**src/rtl/partial_cnu_gen.sv**
```systemverilog
// Split-row min-sum check node unit: folds a row arriving as ROW_SPLIT_FACTOR segments,
// then drains c2v messages from one of two result banks while the next row accumulates.
module partial_cnu_gen #(
    parameter int unsigned CN_DEGREE        = 10,
    parameter int unsigned QUAN_SIZE        = 4,
    parameter int unsigned MAG_SIZE         = 3,
    parameter int unsigned ROW_SPLIT_FACTOR = 5,
    parameter int unsigned OFFSET           = 1
) (
    input  logic                                              sys_clk,
    input  logic                                              rst,
    input  logic [(CN_DEGREE/ROW_SPLIT_FACTOR)*QUAN_SIZE-1:0] var_to_ch,
    input  logic                                              in_valid,
    input  logic                                              first_comp,
    input  logic                                              ms_mode,
    output logic [(CN_DEGREE/ROW_SPLIT_FACTOR)*QUAN_SIZE-1:0] ch_to_var,
    output logic                                              out_valid,
    output logic                                              out_first,
    output logic                                              row_abort
);
    localparam int unsigned EXT_MSG_PARALLELISM = CN_DEGREE / ROW_SPLIT_FACTOR;
    localparam int unsigned MW    = EXT_MSG_PARALLELISM * QUAN_SIZE;
    localparam int unsigned IDX_W = (CN_DEGREE > 1) ? $clog2(CN_DEGREE) : 1;
    localparam int unsigned SEG_W = (ROW_SPLIT_FACTOR > 1) ? $clog2(ROW_SPLIT_FACTOR) : 1;
    localparam logic [SEG_W-1:0]    LAST_SEG = SEG_W'(ROW_SPLIT_FACTOR - 1);
    localparam logic [MAG_SIZE-1:0] OFF_M    = MAG_SIZE'(OFFSET);

    typedef enum logic {StIdle, StAcc} state_e;

    state_e                state_q, state_d;
    logic [SEG_W-1:0]      seg_cnt_q, seg_cnt_d;
    logic [MAG_SIZE-1:0]   min1_q, min1_d, min2_q, min2_d;
    logic [IDX_W-1:0]      idx_q, idx_d;
    logic                  sp_q, sp_d, mode_q, mode_d;
    logic [CN_DEGREE-1:0]  signs_q, signs_d;

    logic [MAG_SIZE-1:0]   bank_min1_q [2], bank_min1_d [2];
    logic [MAG_SIZE-1:0]   bank_min2_q [2], bank_min2_d [2];
    logic [IDX_W-1:0]      bank_idx_q [2], bank_idx_d [2];
    logic                  bank_sp_q [2], bank_sp_d [2];
    logic                  bank_mode_q [2], bank_mode_d [2];
    logic [CN_DEGREE-1:0]  bank_signs_q [2], bank_signs_d [2];
    logic                  wr_bank_q, wr_bank_d;

    logic                  drain_act_q, drain_act_d, drain_bank_q, drain_bank_d;
    logic [SEG_W-1:0]      drain_seg_q, drain_seg_d;
    logic [MW-1:0]         c2v_q, c2v_d;
    logic                  out_valid_q, out_valid_d, out_first_q, out_first_d;
    logic                  abort_q, abort_d;

    logic [MAG_SIZE-1:0]   f_min1, f_min2, acc_mag, dr_mag;
    logic [IDX_W-1:0]      f_idx, acc_eidx, dr_eidx;
    logic                  f_sp, f_mode, accept, wr_en, dr_sign;
    logic [CN_DEGREE-1:0]  f_signs;
    logic [SEG_W-1:0]      seg_idx;
    logic [QUAN_SIZE-1:0]  acc_lane;

    // Accumulate FSM and fold; a first_comp segment always restarts the row.
    always_comb begin
        state_d      = state_q;
        seg_cnt_d    = seg_cnt_q;
        min1_d       = min1_q;
        min2_d       = min2_q;
        idx_d        = idx_q;
        sp_d         = sp_q;
        signs_d      = signs_q;
        mode_d       = mode_q;
        bank_min1_d  = bank_min1_q;
        bank_min2_d  = bank_min2_q;
        bank_idx_d   = bank_idx_q;
        bank_sp_d    = bank_sp_q;
        bank_mode_d  = bank_mode_q;
        bank_signs_d = bank_signs_q;
        wr_bank_d    = wr_bank_q;
        abort_d      = 1'b0;
        wr_en        = 1'b0;
        f_min1       = min1_q;
        f_min2       = min2_q;
        f_idx        = idx_q;
        f_sp         = sp_q;
        f_signs      = signs_q;
        f_mode       = mode_q;
        seg_idx      = seg_cnt_q;
        acc_lane     = '0;
        acc_mag      = '0;
        acc_eidx     = '0;
        accept       = in_valid && (first_comp || (state_q == StAcc));

        if (in_valid && first_comp) begin
            f_min1  = '1;
            f_min2  = '1;
            f_idx   = '0;
            f_sp    = 1'b0;
            f_signs = '0;
            f_mode  = ms_mode;
            seg_idx = '0;
            abort_d = (state_q == StAcc);
        end

        if (accept) begin
            // Lanes fold in ascending edge order so ties leave the lowest index as min1.
            for (int j = 0; j < int'(EXT_MSG_PARALLELISM); j++) begin
                acc_lane = var_to_ch[j*QUAN_SIZE +: QUAN_SIZE];
                acc_mag  = acc_lane[MAG_SIZE-1:0];
                acc_eidx = IDX_W'(int'(seg_idx) * int'(EXT_MSG_PARALLELISM) + j);
                if (acc_mag < f_min1) begin
                    f_min2 = f_min1;
                    f_min1 = acc_mag;
                    f_idx  = acc_eidx;
                end else if (acc_mag < f_min2) begin
                    f_min2 = acc_mag;
                end
                f_sp              = f_sp ^ acc_lane[QUAN_SIZE-1];
                f_signs[acc_eidx] = acc_lane[QUAN_SIZE-1];
            end
            min1_d  = f_min1;
            min2_d  = f_min2;
            idx_d   = f_idx;
            sp_d    = f_sp;
            signs_d = f_signs;
            mode_d  = f_mode;
            if (seg_idx == LAST_SEG) begin
                wr_en                   = 1'b1;
                state_d                 = StIdle;
                seg_cnt_d               = '0;
                bank_min1_d[wr_bank_q]  = f_min1;
                bank_min2_d[wr_bank_q]  = f_min2;
                bank_idx_d[wr_bank_q]   = f_idx;
                bank_sp_d[wr_bank_q]    = f_sp;
                bank_mode_d[wr_bank_q]  = f_mode;
                bank_signs_d[wr_bank_q] = f_signs;
                wr_bank_d               = ~wr_bank_q;
            end else begin
                state_d   = StAcc;
                seg_cnt_d = seg_idx + 1'b1;
            end
        end
    end

    // Drain sequencer: a new bank write restarts it, after the final segment of the
    // previous row has been issued on the same edge.
    always_comb begin
        drain_act_d  = drain_act_q;
        drain_bank_d = drain_bank_q;
        drain_seg_d  = drain_seg_q;
        out_valid_d  = drain_act_q;
        out_first_d  = drain_act_q && (drain_seg_q == '0);
        c2v_d        = '0;
        dr_eidx      = '0;
        dr_mag       = '0;
        dr_sign      = 1'b0;

        if (drain_act_q) begin
            for (int j = 0; j < int'(EXT_MSG_PARALLELISM); j++) begin
                dr_eidx = IDX_W'(int'(drain_seg_q) * int'(EXT_MSG_PARALLELISM) + j);
                dr_mag  = (dr_eidx == bank_idx_q[drain_bank_q]) ? bank_min2_q[drain_bank_q]
                                                                 : bank_min1_q[drain_bank_q];
                if (bank_mode_q[drain_bank_q]) begin
                    dr_mag = (dr_mag > OFF_M) ? dr_mag - OFF_M : '0;
                end
                dr_sign = bank_sp_q[drain_bank_q] ^ bank_signs_q[drain_bank_q][dr_eidx];
                c2v_d[j*QUAN_SIZE +: QUAN_SIZE] = (dr_mag == '0) ? '0 : {dr_sign, dr_mag};
            end
            if (drain_seg_q == LAST_SEG) begin
                drain_act_d = 1'b0;
            end else begin
                drain_seg_d = drain_seg_q + 1'b1;
            end
        end

        if (wr_en) begin
            drain_act_d  = 1'b1;
            drain_bank_d = wr_bank_q;
            drain_seg_d  = '0;
        end
    end

    always_ff @(posedge sys_clk or posedge rst) begin
        if (rst) begin
            state_q      <= StIdle;
            seg_cnt_q    <= '0;
            min1_q       <= '0;
            min2_q       <= '0;
            idx_q        <= '0;
            sp_q         <= 1'b0;
            mode_q       <= 1'b0;
            signs_q      <= '0;
            for (int b = 0; b < 2; b++) begin
                bank_min1_q[b]  <= '0;
                bank_min2_q[b]  <= '0;
                bank_idx_q[b]   <= '0;
                bank_sp_q[b]    <= 1'b0;
                bank_mode_q[b]  <= 1'b0;
                bank_signs_q[b] <= '0;
            end
            wr_bank_q    <= 1'b0;
            drain_act_q  <= 1'b0;
            drain_bank_q <= 1'b0;
            drain_seg_q  <= '0;
            c2v_q        <= '0;
            out_valid_q  <= 1'b0;
            out_first_q  <= 1'b0;
            abort_q      <= 1'b0;
        end else begin
            state_q      <= state_d;
            seg_cnt_q    <= seg_cnt_d;
            min1_q       <= min1_d;
            min2_q       <= min2_d;
            idx_q        <= idx_d;
            sp_q         <= sp_d;
            mode_q       <= mode_d;
            signs_q      <= signs_d;
            bank_min1_q  <= bank_min1_d;
            bank_min2_q  <= bank_min2_d;
            bank_idx_q   <= bank_idx_d;
            bank_sp_q    <= bank_sp_d;
            bank_mode_q  <= bank_mode_d;
            bank_signs_q <= bank_signs_d;
            wr_bank_q    <= wr_bank_d;
            drain_act_q  <= drain_act_d;
            drain_bank_q <= drain_bank_d;
            drain_seg_q  <= drain_seg_d;
            c2v_q        <= c2v_d;
            out_valid_q  <= out_valid_d;
            out_first_q  <= out_first_d;
            abort_q      <= abort_d;
        end
    end

    assign ch_to_var = c2v_q;
    assign out_valid = out_valid_q;
    assign out_first = out_first_q;
    assign row_abort = abort_q;

endmodule
```
**config.mk**
```make
export PLATFORM = sky130hd
export DESIGN_NAME = partial_cnu_gen
export DESIGN_NICKNAME = d
export VERILOG_FILES = /design/src/rtl/partial_cnu_gen.sv
export SDC_FILE = /design/constraint.sdc
export NUM_CORES = 1
export LEC_CHECK = 0
export BUFFER_PORTS_ARGS = -buffer_cell sky130_fd_sc_hd__buf_2
export CAP_MARGIN = 20
export CORE_ASPECT_RATIO = 1.2
export CORE_MARGIN = 2
export CORE_UTILIZATION = 55
export DETAILED_ROUTE_END_ITERATION = 7
export PLACE_DENSITY = 0.83
export SLEW_MARGIN = 20
export SYNTH_ARGS = -nofsm -noshare
export SYNTH_HDL_FRONTEND = slang
export SYNTH_SLANG_ARGS = --single-unit
```
**constraint.sdc**
```tcl
create_clock -name sys_clk -period 3.2 [get_ports sys_clk]
set_input_delay 0.96 -clock sys_clk [delete_from_list [all_inputs] [get_ports sys_clk]]
set_output_delay 0.96 -clock sys_clk [all_outputs]
set_load 0.05 [all_outputs]
```
=== Word-level counts from Yosys, hierarchy flattened ===
Index checks and enable logic that the tools add are counted.

* Register bits: 87
* Bits in latches: 0
* Bits in writable memories: 0
* ROM bits: 0
* Input port bits: 13
* Output and inout port bits: 11
* Word-level logic and storage cells: 158
* Memories kept: 0

* Add/subtract/negate cells: 6
* Multiply operators: 0
* Divide/modulo/power cells: 0
* Magnitude comparators: 15
* Equal/unequal tests: 5
* Shift operators: 0
* Muxes and demuxes: 84
* Bitwise logic cells: 7
* Reduce and logical (&&, ||, !) cells: 13

{| class="wikitable"
|+ Operator list
! cell !! count
|-
| 3-bit two-way mux || 32
|-
| 10-bit two-way mux || 5
|-
| 4-bit two-way mux || 10
|-
| 10-bit bitwise mux || 2
|-
| 20-bit bitwise mux || 1
|-
| 4-bit by 5-bit < comparator with 1-bit output, second input constant || 4
|-
| 1-bit two-way mux || 20
|-
| 6-bit bitwise mux || 2
|-
| 3-bit < comparator || 4
|-
| 10-bit demux with 1-bit select || 1
|-
| 3-bit logical NOT || 3
|-
| 4-bit by 1-bit adder with 4-bit output, second input constant || 2
|-
| 8-bit bitwise mux || 1
|-
| 4-bit equality test || 2
|-
| 4-bit by 1-bit >= comparator with 1-bit output, second input constant || 2
|-
| 8-bit two-way mux || 1
|-
| 3-bit by 1-bit adder with 3-bit output, second input constant || 2
|-
| 3-bit equality test, second input constant || 2
|-
| 3-bit by 1-bit > comparator with 1-bit output, second input constant || 2
|-
| 1-bit logical AND || 6
|-
| 3-bit by 1-bit subtractor with 3-bit output, second input constant || 2
|-
| 1-bit binary-select mux with 4-bit select || 1
|-
| 2-bit bitwise mux || 2
|-
| 1-bit demux with 4-bit select || 1
|-
| 14 further kinds || 20
|}

=== Depth between registers and ports, before layout ===
Gate-level depths: netlist (run 1).

* Depth after elaboration: 13
* Mapped depth: 18
* Depth with buffers taken out: 15

=== Least setup slack after synthesis (run 1) ===
OpenSTA, ideal clock, no wires.

* Path type: input to register
* From: input first_comp
* To: register idx_q[1]
* Library setup time: 121 ps
* Data arrival time: 4,184 ps
* Required time: 3,079 ps
* Slack: -1,105 ps
* Cell stages on the path: 17
* Buffers on the path: 3
* Path through: clkbuf_1 > and2_1 > clkbuf_1 > nor2_1 > ha_1 > o21ba_2 > o31a_1 > or2_0 > clkbuf_1 > a21oi_1 > inv_1 > ha_1 > o21a_1 > o21a_1 > o21ai_1 > o21ai_0 > a22o_1

* Longest elaborated chain between the ends: 8
* Elaborated cells between the ends (all ways): 14
* Those cells by class: add/sub (1); order compare (2); mux (8); reduce/logical (3)

{| class="wikitable"
|+ Ends and longest elaborated chain
! element !! RTL line !! RTL
|-
| from (decl) || 14 || <nowiki>input logic first_comp,</nowiki>
|-
| 1-bit logical AND || 89 || <nowiki>if (in_valid && first_comp) begin</nowiki>
|-
| 3-bit two-way mux || 89 ||
|-
| 3-bit < comparator || 106 || <nowiki>if (acc_mag < f_min1) begin</nowiki>
|-
| 3-bit two-way mux || 106 ||
|-
| 3-bit two-way mux || 100 || <nowiki>if (accept) begin</nowiki>
|-
| 3-bit < comparator || 106 ||
|-
| 4-bit two-way mux || 106 ||
|-
| 4-bit two-way mux || 100 ||
|-
| to (signal assigned) || 209 || <nowiki>idx_q <= idx_d;</nowiki>
|-
| to (decl) || 33 || <nowiki>logic [IDX_W-1:0] idx_q, idx_d;</nowiki>
|}

Parallel ways exist; a longest one is shown, timed or not. The select of a mux whose other input is x is not followed.
A chain may end at the register's enable or synchronous reset.

=== Final worst setup path (run 1) ===
* From: input in_valid
* To: register bank_idx_q[1] (netlist name)

* Longest elaborated chain between the ends: 9
* Elaborated cells between the ends (all ways): 16
* Those cells by class: add/sub (1); order compare (2); eq/ne (1); mux (9); reduce/logical (3)

{| class="wikitable"
|+ Ends and longest elaborated chain
! element !! RTL line !! RTL
|-
| from (decl) || 13 || <nowiki>input logic in_valid,</nowiki>
|-
| 1-bit logical AND || 89 ||
|-
| 3-bit two-way mux || 89 ||
|-
| 3-bit < comparator || 106 ||
|-
| 3-bit two-way mux || 106 ||
|-
| 3-bit two-way mux || 100 ||
|-
| 3-bit < comparator || 106 ||
|-
| 4-bit two-way mux || 106 ||
|-
| 4-bit two-way mux || 100 ||
|-
| 8-bit bitwise mux || 128 || <nowiki>bank_idx_d[wr_bank_q] = f_idx;</nowiki>
|-
| to (signal assigned) || 215 || <nowiki>bank_idx_q <= bank_idx_d;</nowiki>
|-
| to (decl) || 39 || <nowiki>logic [IDX_W-1:0] bank_idx_q [2], bank_idx_d [2];</nowiki>
|}

Parallel ways exist; a longest one is shown, timed or not. The select of a mux whose other input is x is not followed.

==> flow_summary_export.csv, run 1 <==
group,metric,value,unit
status,status,"complete, but fails checks",
status,violations,"setup timing",
power_and_ir_drop,total_power,4.40,mW
cells_and_area,antenna_cells,0,
sta,fin_ws,-0.172,ns
logic_synthesis,ys_seq_area_share,46.3,%
clocking,cts-root-buf,"clkbuf_8",
sta,rsz0062_at_grt,"yes",
logic_synthesis,syn_nets,522,
worst_setup_path,crit_path_top_delay_cell,"o21ai_4",
clocking,path_clk_slew,0.08,ns
cells_and_area,fin_nets,582,
cells_and_area,drive_gt1_share,26.8,%
sta,finalHoldViolations,0,
worst_setup_path,cpPeakStageDelay,0.29,ns
die,core_area,8200,sq um
sta,relSlewSlack,63.0,%
global_route,grt.overflow.total,0,
sta,tns,-2.18,ns
logic_synthesis,yosys_most_used_dff,"dfrtp_1",
placed_design,port-buffer-count,23,
cells_and_area,synthToLayoutAreaGrowth,21.5,%
clocking,cts_tree,"done",
global_route,grt_pass1_vias,3740,
cells_and_area,seqCellArea,2180,sq um
worst_setup_path,cp-end-kind,"register",
clocking,cts_buffers,9,
routing,wl,10.8,mm
worst_setup_path,crit_arrival,3.62,ns
sta,worst_pin_slew,0.555,ns
logic_synthesis,syn_inst,492,
routing,route.detailed.drc,0,
routing,viasPerCell,5.69,
logic_synthesis,avgSynthCellArea,9.55,sq um
sta,period_needed,3.37,ns
power_and_ir_drop,power_per_cell_area,770,nW/um^2
routing,vias,3806,
clocking,clk_path_buf_depth,2,
logic_synthesis,ys_ff_latch,87,
worst_setup_path,start_kind,"input pin",
logic_synthesis,ys_warn_count,0,
die,initial_core_util,57.3,%
sta,max_freq,297,MHz
routing,drt-pass1-iter-count,5,
routing,drtIter0Drc,268,
cells_and_area,fillerInstances,585,
clocking,htree_levels,3,
global_route,globalRouteMet2Util,38.2,%
logic_synthesis,synth_edf_count,0,
global_route,grt_pass1_wl,17.5,mm
die,fp.dieH,105,um
sta,finalMaxSlewViolations,0,
placed_design,hpwl,7.47,mm
die,fp.dieW,88.4,um
global_route,grt_util_met1,33.4,%
worst_setup_path,cp_max_fo,5,
cells_and_area,multi_input_area,2610,sq um
routing,postRouteAntennaNets,0,
logic_synthesis,async_reset_ff_share,100,%
sta,post-route-period-util,105,%
clocking,insertion_delay,0.36,ns
placed_design,placed_cells,647,
power_and_ir_drop,p_leak,2.71,nW
global_route,grt-busiest-layer,"met2",
cells_and_area,finalNonFillerCells,669,
global_route,grt_use_total,24.3,%
worst_setup_path,required,3.45,ns
clocking,cts_sinks,87,
logic_synthesis,synth_area,4700,sq um
placed_design,gp_congestion,0.907,
power_and_ir_drop,ir_drop,0.322,mV
die,dieArea,9310,sq um
die,boundaryPins,24,
sta,finalSetupViolations,21,
worst_setup_path,critPathTopFamily,"compound AO/OA/AOI/OAI gates",
global_route,antenna_found_initial,0,
routing,wl_per_cell,16.2,um
worst_setup_path,crit_buf_inv,3,
min_path,min_path_type,"reg -> reg",
sta,finalClockSkew,0.00665,ns
worst_setup_path,crit_chain,"buf_8 -> and2_4 -> nor2_4 -> ha_4 -> o21ba_4 -> o31a_1 -> or2_1 -> buf_6 -> nor2_4 -> a21oi_4 -> inv_2 -> ha_4 -> o21a_1 -> o21a_1 -> o21ai_4 -> mux2i_2 -> o31ai_1",
global_route,grt_max_degree,51,
worst_setup_path,path_class,"in -> reg",
logic_synthesis,synth.distinct_cells,56,
global_route,use_met3,4.54,%
flow_run,drv_cap,0,
die,std_cell_rows,36,
per-stage QoR:
| stage | setup slack (ns) | area, sq um | hold WS (ns) | util (%) |
|---|---|---|---|---|
| 2_1_floorplan | -0.660 | 4870 | 0.380 | - |
| 6_report | -0.172 | 5710 | 0.482 | 69.6 |
| 4_1_cts | -0.0857 | 5560 | 0.485 | 67.8 |
| 3_5_place_dp | -0.585 | 5310 | 0.463 | 64.7 |
| 5_1_grt | -0.254 | 5710 | 0.504 | 69.6 |
| 3_3_place_gp | -0.526 | 5310 | 0.453 | 64.7 |
flip-flops by register name (all words and copies together), names as in the netlist:
register      cells
sp_q              1
mode_q            1
bank_sp_q         2
seg_cnt_q         3
idx_q             4
drain_act_q       1
bank_idx_q        8
bank_min1_q       6
bank_signs_q     20
out_first         1
signs_q          10
wr_bank_q         1
ch_to_var         8
drain_bank_q      1
out_valid         1
drain_seg_q       3
min1_q            3
row_abort         1
state_q           1
bank_mode_q       2
bank_min2_q       6
min2_q            3
worst min-delay path, delay by kind of cell (launching register included):
kind,cells,cell delay (ns)
flip-flops,1,0.34
AND/OR/NAND/NOR,2,0.11
layer usage:
metal / share of wire, % / routed length, um / vias to the layer above
met5: 0 / 0 / -
met4: 2.4 / 263 / 0
met3: 3.9 / 428 / 24
met2: 51 / 5500 / 108
met1: 43 / 4650 / 1850
li1: - / - / 1824
kinds of logic (layout without fill, tap and decap cells):
kind of cell	count (synthesis)	count (layout)	synth area share, %
simple gates	180	180	16.4
compound gates	105	105	13.5
flops	87	87	46.3
mux	48	48	13.4
buf+inv	44	107	3.81
fa+ha+maj	17	17	4.52
xor+xnor	11	11	2.05
power by group:
group / switching (mW) / total (mW) / internal, mW
combinational: 1.07 / 2.02 / 0.953
sequential: 0.287 / 1.69 / 1.40
clock: 0.372 / 0.688 / 0.316
total: 1.72 / 4.40 / 2.67
synth_stat cells (all sizes together) (3+ instances only):
cell type	number	share of area, %
o31ai	5	0.80
o22ai	3	0.40
nor2	36	2.9
mux4	10	5.0
xnor2	8	1.5
dfrtp	87	46
nand3	4	0.43
o21a	5	0.80
o21ai	40	4.3
nand2	108	8.6
a31oi	4	0.53
ha	17	4.5
buf	4	0.61
nand2b	5	0.67
xor2	3	0.56
a21boi	5	0.80
and2	4	0.53
nor3	7	0.75
a21oi	28	3.1
or3	4	0.53
mux2	12	2.9
mux2i	26	5.5
inv	18	1.4
clkbuf	21	1.7
area by class of cell:
cell class | instances | area share (%)
clock buffers | 13 | 2.78
clock inverters | 1 | 0.0877
inverters | 19 | 1.31
multi-input cells | 361 | 45.6
flip-flops and latches | 87 | 38.1
well taps | 114 | 2.50
repair buffers | 74 | 9.56
worst paths after layout:
path | slack (ns) | startpoint | to | cells past startpoint
max | -0.17 | in_valid | bank_idx_q[1]$_DFFE_PP0P_ | 17
min | 0.48 | signs_q[9]$_DFFE_PP0P_ | signs_q[9]$_DFFE_PP0P_ | 2
max reg2reg | 0.17 | min1_q[2]$_DFFE_PP0P_ | bank_idx_q[1]$_DFFE_PP0P_ | 15
min reg2reg | 0.48 | signs_q[9]$_DFFE_PP0P_ | signs_q[9]$_DFFE_PP0P_ | 2
max in group asynchronous | 2.05 | rst | min1_q[2]$_DFFE_PP0P_ | 3
min in group asynchronous | 0.55 | rst | ch_to_var[2]$_DFF_PP0_ | 2
placed cells by master (no fill, tap or decap), types with 5 or more instances in the layout:
cell type	instances
nand2_1	105
dfrtp_1	87
buf_4	45
nor2_1	32
mux2i_1	22
o21ai_1	22
a21oi_1	21
buf_2	21
inv_1	14
o21ai_0	14
ha_1	11
clkbuf_8	11
mux2_2	10
xnor2_1	8
mux4_2	8
nor3_1	7
buf_6	6
o21a_1	5
ha_4	5
what timing repair did:
item,CTS,global route
hold buffers,0,0
pin swaps,16,14
setup buffers,5,3
endpoints found under the setup margin,22,23
endpoints found under the hold margin,0,0
resized for setup,13,24
No activity file was read; power rests on OpenSTA's default activity.
==> run 2, diff against run 1 <==
--- a/config.mk
+++ b/config.mk
@@ -11,7 +11,7 @@
 export CORE_MARGIN = 2
 export CORE_UTILIZATION = 55
 export DETAILED_ROUTE_END_ITERATION = 7
-export PLACE_DENSITY = 0.83
+export PLACE_DENSITY = 0.81
 export SLEW_MARGIN = 20
 export SYNTH_ARGS = -nofsm -noshare
 export SYNTH_HDL_FRONTEND = slang
==> run 2 against run 1 <==
  * The flow still finishes with violations (setup timing)
  * Critical path depth down 1
  * Sequential share of layout area down 0.41 points
  * Fmax down 2.0%
  * Design area up 1.1%
  * Die area unchanged
  * Critical path type unchanged
==> flow_summary_export.csv, run 2 (synthesis results as in run 1) <==
group,metric,value,unit
power_and_ir_drop,p_leak,2.75,nW
routing,postRouteAntennaNets,0,
clocking,htree_levels,3,
routing,drtIter0Drc,255,
worst_setup_path,critPathTopFamily,"compound AO/OA/AOI/OAI gates",
die,core_area,8200,sq um
sta,rsz0062_at_grt,"yes",
sta,post-route-period-util,108,%
die,dieArea,9310,sq um
sta,worst_pin_slew,0.553,ns
routing,drt-pass1-iter-count,5,
routing,vias,3911,
cells_and_area,drive_gt1_share,27.9,%
routing,viasPerCell,5.81,
global_route,grt_pass1_wl,17.4,mm
sta,max_freq,291,MHz
sta,finalClockSkew,0.00481,ns
clocking,cts_buffers,9,
clocking,clk_path_buf_depth,2,
flow_run,drv_cap,0,
sta,tns,-4.00,ns
worst_setup_path,cp-end-kind,"register",
placed_design,placed_cells,644,
die,fp.dieW,88.4,um
sta,finalSetupViolations,24,
cells_and_area,synthToLayoutAreaGrowth,22.8,%
sta,relSlewSlack,63.1,%
sta,finalMaxSlewViolations,0,
sta,period_needed,3.44,ns
worst_setup_path,crit_buf_inv,3,
power_and_ir_drop,ir_drop,0.334,mV
cells_and_area,fin_nets,584,
placed_design,gp_congestion,0.896,
die,fp.dieH,105,um
cells_and_area,final_util,70.4,%
global_route,antenna_found_initial,0,
routing,route.detailed.drc,0,
status,status,"complete, but fails checks",
cells_and_area,finalNonFillerCells,673,
global_route,grt_use_total,23.9,%
clocking,cts-root-buf,"clkbuf_8",
global_route,grt.overflow.total,0,
routing,wl_per_cell,16.7,um
clocking,path_clk_slew,0.08,ns
worst_setup_path,cp_max_fo,6,
global_route,grt_max_degree,65,
die,initial_core_util,57.3,%
routing,wl,11.2,mm
worst_setup_path,required,3.45,ns
clocking,cts_tree,"done",
clocking,cts_sinks,87,
cells_and_area,reg_top3,"bank_signs_q x20, signs_q x10",
cells_and_area,final_cell_mix,"105 x nand2_1, 87 x dfrtp_1, 47 x buf_4",
cells_and_area,layout.cells.most_common,"nand2_1",
cells_and_area,antenna_cells,0,
power_and_ir_drop,power_per_cell_area,781,nW/um^2
placed_design,port-buffer-count,23,
cells_and_area,largest_register_ff_count,20,
die,std_cell_rows,36,
clocking,insertion_delay,0.37,ns
worst_setup_path,crit_arrival,3.69,ns
worst_setup_path,crit_chain,"buf_6 -> and2_4 -> nor2_4 -> ha_4 -> o21ba_4 -> o31a_1 -> or2_1 -> buf_6 -> a21oi_4 -> inv_2 -> ha_4 -> o21a_1 -> o21a_1 -> o21ai_4 -> mux2i_2 -> o31ai_1",
worst_setup_path,crit_path_top_delay_cell,"mux2i_2",
min_path,min_path_type,"reg -> reg",
worst_setup_path,start_kind,"input pin",
worst_setup_path,cpPeakStageDelay,0.31,ns
placed_design,hpwl,7.34,mm
worst_setup_path,path_class,"in -> reg",
status,violations,"setup timing",
cells_and_area,regMostFlops,"bank_signs_q",
sta,finalHoldViolations,0,
sta,fin_ws,-0.242,ns
cells_and_area,fillerInstances,578,
global_route,grt_pass1_vias,3749,
die,boundaryPins,24,
clocking,ctsHoldBuffers,0,
==> run 2: cell types whose count changed in the layout (fill, tap and decap cells not counted), moves of 2 or more <==
| cell | change |
|---|---|
| o21ai_2 | +4 |
| buf_4 | +2 |
| o21ai_1 | -3 |
| ha_1 | +2 |
==> run 2: area by class of cell <==
cell class,instances,area (sq um),share of cell area [%]
Sequential cell,87,2180,37.7
Inverter,19,75.1,1.30
Clock inverter,3,17.5,0.303
Multi-Input combinational cell,361,2640,45.8
Clock buffer,13,159,2.75
Timing Repair Buffer,76,557,9.65
Tap cell,114,143,2.47
==> run 2: power breakdown <==
part / leakage, nW / internal [mW] / switching [mW]
Sequential: 1.15 / 1.40 / 0.280
Combinational: 1.51 / 0.988 / 1.12
Clock: 0.0894 / 0.323 / 0.390
==> run 2: worst paths after layout <==
check	start	to	slack (ns)	cells after the start
hold reg to reg	bank_signs_q[1]$_DFFE_PP0P_	bank_signs_q[1]$_DFFE_PP0P_	0.48	2
max in group asynchronous	rst	bank_signs_q[16]$_DFFE_PP0P_	1.87	3
min in group asynchronous	rst	bank_min2_q[5]$_DFFE_PP0P_	0.64	2
hold / removal	bank_signs_q[1]$_DFFE_PP0P_	bank_signs_q[1]$_DFFE_PP0P_	0.48	2
setup reg to reg	min1_q[2]$_DFFE_PP0P_	bank_idx_q[6]$_DFFE_PP0P_	0.06	15
setup / recovery	first_comp	bank_idx_q[6]$_DFFE_PP0P_	-0.24	16
==> run 2: per-stage QoR <==
stage	power (mW)	instance area [sq um]	hold WS, ns	worst slack, ns
after global routing	4.78	5770	0.501	-0.312
after detailed placement	3.52	5290	0.462	-0.657
after floorplan	3.05	4870	0.380	-0.660
after CTS	4.29	5570	0.481	-0.101
after global placement	3.41	5290	0.453	-0.529
final	4.51	5770	0.482	-0.242
==> run 2: routing by layer <==
| metal | part of all wire (%) | up-vias | wire (um) | global-route usage [%] |
|---|---|---|---|---|
| li1 | - | 1837 | - | - |
| met1 | 43 | 1919 | 4800 | 32.4 |
| met2 | 51 | 121 | 5690 | 37.6 |
| met3 | 3.7 | 34 | 419 | 4.86 |
| met4 | 3.1 | 0 | 350 | 9.09 |
| met5 | 0 | - | 0 | 0 |
==> run 2: what timing repair did <==
item,in CTS,in global routing
pin swaps,17,14
resized for setup,13,32
endpoints found under the setup margin,24,24
setup buffers,6,7
==> run 2: tightest hold or removal path, delay by kind of cell (launching register included) <==
kind	cells	cell delay, ns
simple gates	1	0.05
compound gates	1	0.06
flops	1	0.34
==> run 3, diff against run 2 <==
--- a/config.mk
+++ b/config.mk
@@ -6,7 +6,7 @@
 export NUM_CORES = 1
 export LEC_CHECK = 0
 export BUFFER_PORTS_ARGS = -buffer_cell sky130_fd_sc_hd__buf_2
-export CAP_MARGIN = 20
+export CAP_MARGIN = 40
 export CORE_ASPECT_RATIO = 1.2
 export CORE_MARGIN = 2
 export CORE_UTILIZATION = 55
==> constraint.sdc (replaced) <==
create_clock -name sys_clk -period 3.2 [get_ports sys_clk]
set_input_delay 0.64 -clock sys_clk [delete_from_list [all_inputs] [get_ports sys_clk]]
set_output_delay 0.64 -clock sys_clk [all_outputs]
set_load 0.05 [all_outputs]
==> run 3 against run 2 <==
  * The flow now finishes without violations
  * Register-to-register slack gained 0.15 ns
  * Global-route usage grew 0.33 points
  * Routed wire length shrank 8.8%
  * Design area is 6.5% lower
  * Utilization fell by 4.6 points
  * Largest cell class unchanged
  * Clock power grew 7.7%
  * Critical path type unchanged
  * Largest power group unchanged
==> flow_summary_export.csv, run 3 (synthesis results as in run 1) <==
group,metric,value,unit
placed_design,place_area,5190,sq um
power_and_ir_drop,p_comb_share,42.4,%
clocking,cts_sinks,87,
routing,vias,3653,
cells_and_area,final_cell_mix,"108 x nand2_1, 87 x dfrtp_1, 34 x nor2_1",
clocking,path_clk_slew,0.09,ns
cells_and_area,regMostFlops,"bank_signs_q",
clocking,ctsHoldBuffers,0,
clocking,post_cts_resized,0,
routing,wl_per_cell,15.7,um
worst_setup_path,reg2reg_slack,0.21,ns
cells_and_area,synthToLayoutAreaGrowth,14.8,%
placed_design,port-buffer-count,23,
worst_setup_path,start_kind,"input pin",
worst_setup_path,crit_path_top_delay_cell,"mux2i_2",
power_and_ir_drop,p_leak,2.60,nW
global_route,grt.overflow.total,0,
routing,drt-pass1-iter-count,4,
power_and_ir_drop,p_switching,1.64,mW
global_route,grt_use_total,24.2,%
sta,finalHoldViolations,0,
worst_setup_path,crit_chain,"buf_2 -> and2_4 -> nor2_4 -> ha_4 -> o21ba_4 -> o31a_1 -> or2_1 -> buf_6 -> a21oi_4 -> inv_2 -> ha_4 -> o21a_1 -> o21a_1 -> o21ai_4 -> mux2i_2 -> o31ai_1",
clocking,cts_buffers,9,
power_and_ir_drop,ir_drop,0.321,mV
die,std_cell_rows,36,
routing,wl,10.3,mm
clocking,clk_path_buf_depth,2,
cells_and_area,antenna_cells,0,
flow_run,drv_cap,0,
worst_setup_path,cp_max_fo,7,
cells_and_area,reg_top3,"bank_signs_q x20, signs_q x10",
sta,tns,0,ns
power_and_ir_drop,p_int,2.61,mW
cells_and_area,fillerInstances,666,
cells_and_area,final_area,5400,sq um
clocking,htree_levels,3,
sta,relSlewSlack,63.4,%
cells_and_area,layout.cells.most_common,"nand2_1",
cells_and_area,finalNonFillerCells,652,
global_route,antenna_found_initial,0,
placed_design,placed_cells,636,
placed_design,gp_congestion,0.860,
die,core_area,8200,sq um
clocking,cts-root-buf,"clkbuf_8",
worst_setup_path,crit_arrival,3.29,ns
sta,finalClockSkew,0.0132,ns
clocking,insertion_delay,0.37,ns
worst_setup_path,r2r_end,"bank_idx_q[2]$_DFFE_PP0P_",
power_and_ir_drop,p_clk_share,18.0,%
global_route,grt_max_degree,35,
sta,period_needed,3.05,ns
routing,route.detailed.drc,0,
placed_design,hpwl,7.61,mm
worst_setup_path,reg2reg_depth,14,
cells_and_area,largest_register_ff_count,20,
power_and_ir_drop,power_per_cell_area,789,nW/um^2
status,status,"finished, final reports clean",
power_and_ir_drop,seq_power_share,39.6,%
cells_and_area,fin_nets,563,
worst_setup_path,rr_startpoint,"min1_q[2]$_DFFE_PP0P_",
die,boundaryPins,24,
routing,drtIter0Drc,278,
sta,max_freq,327,MHz
sta,finalSetupViolations,0,
die,fp.dieW,88.4,um
worst_setup_path,cp-end-kind,"register",
die,dieArea,9310,sq um
worst_setup_path,required,3.44,ns
worst_setup_path,cpPeakStageDelay,0.27,ns
sta,worst_pin_slew,0.548,ns
power_and_ir_drop,p_sw_share,38.6,%
cells_and_area,drive_gt1_share,20.6,%
routing,postRouteAntennaNets,0,
global_route,grt_pass1_vias,3809,
sta,post-route-period-util,95.5,%
clocking,cts_tree,"done",
die,initial_core_util,57.3,%
clocking,cts_setup_buffers,0,
worst_setup_path,path_class,"in -> reg",
min_path,min_path_type,"in -> async",
global_route,grt_pass1_wl,17.6,mm
routing,viasPerCell,5.60,
sta,finalMaxSlewViolations,0,
die,fp.dieH,105,um
## run 3: how the worst max path moves through the flow
| stage | start | end | slack (ns) | depth (start not counted) |
|---|---|---|---|---|
| detailed placement | first_comp | bank_idx_q[2]$_DFFE_PP0P_ | -0.28 | 16 |
| global placement | first_comp | bank_idx_q[6]$_DFFE_PP0P_ | -0.19 | 16 |
| CTS | first_comp | bank_idx_q[2]$_DFFE_PP0P_ | 0.1 | 16 |
| finish | first_comp | bank_idx_q[2]$_DFFE_PP0P_ | 0.15 | 16 |
| global route | first_comp | bank_idx_q[7]$_DFFE_PP0P_ | -0.006 | 16 |
| floorplan | first_comp | bank_idx_q[1]$_DFFE_PP0P_ | -0.34 | 17 |
## run 3: through the flow
step / setup slack, ns / util [%] / hold slack, ns / power, mW
detailed placement: -0.284 / 63.3 / 0.466 / 3.48
CTS: 0.0997 / 65.7 / 0.274 / 4.24
finish: 0.146 / 65.8 / 0.261 / 4.26
floorplan: -0.340 / - / 0.380 / 3.04
global route: -0.00619 / 65.8 / 0.317 / 4.55
global placement: -0.187 / 63.3 / 0.452 / 3.36
## run 3: critical path: cells and delay by family
kind	cells	cell delay, ns
compound gates	7	1.11
fa+ha+maj	2	0.43
buf+inv	3	0.32
mux	1	0.27
simple gates	3	0.52
## run 3: metal layers
metal,global-route usage (%),vias up,wire length (um)
li1,-,1781,-
met1,31.0,1789,4460
met2,39.8,61,5210
met3,5.25,22,332
met4,9.42,0,251
met5,0,-,0
## run 3: area by class of cell
| type | instances | area (sq um) | share of cell area, % |
|---|---|---|---|
| tap | 114 | 143 | 2.64 |
| clock buffer | 13 | 149 | 2.76 |
| clock inverter | 3 | 42.5 | 0.788 |
| inverter | 19 | 72.6 | 1.34 |
| multi-input combinational | 361 | 2450 | 45.5 |
| sequential | 87 | 2180 | 40.3 |
| timing repair buffer | 55 | 359 | 6.65 |
## run 3: power by group through the flow
| stage | Clock (mW) | Combinational [mW] | Sequential, mW |
|---|---|---|---|
| after floorplan | 0 | 1.43 | 1.61 |
| after global placement | 0 | 1.69 | 1.67 |
| after detailed placement | 0 | 1.78 | 1.70 |
| after CTS | 0.775 | 1.79 | 1.68 |
| after global routing | 0.816 | 2.00 | 1.73 |
| final | 0.768 | 1.80 | 1.69 |
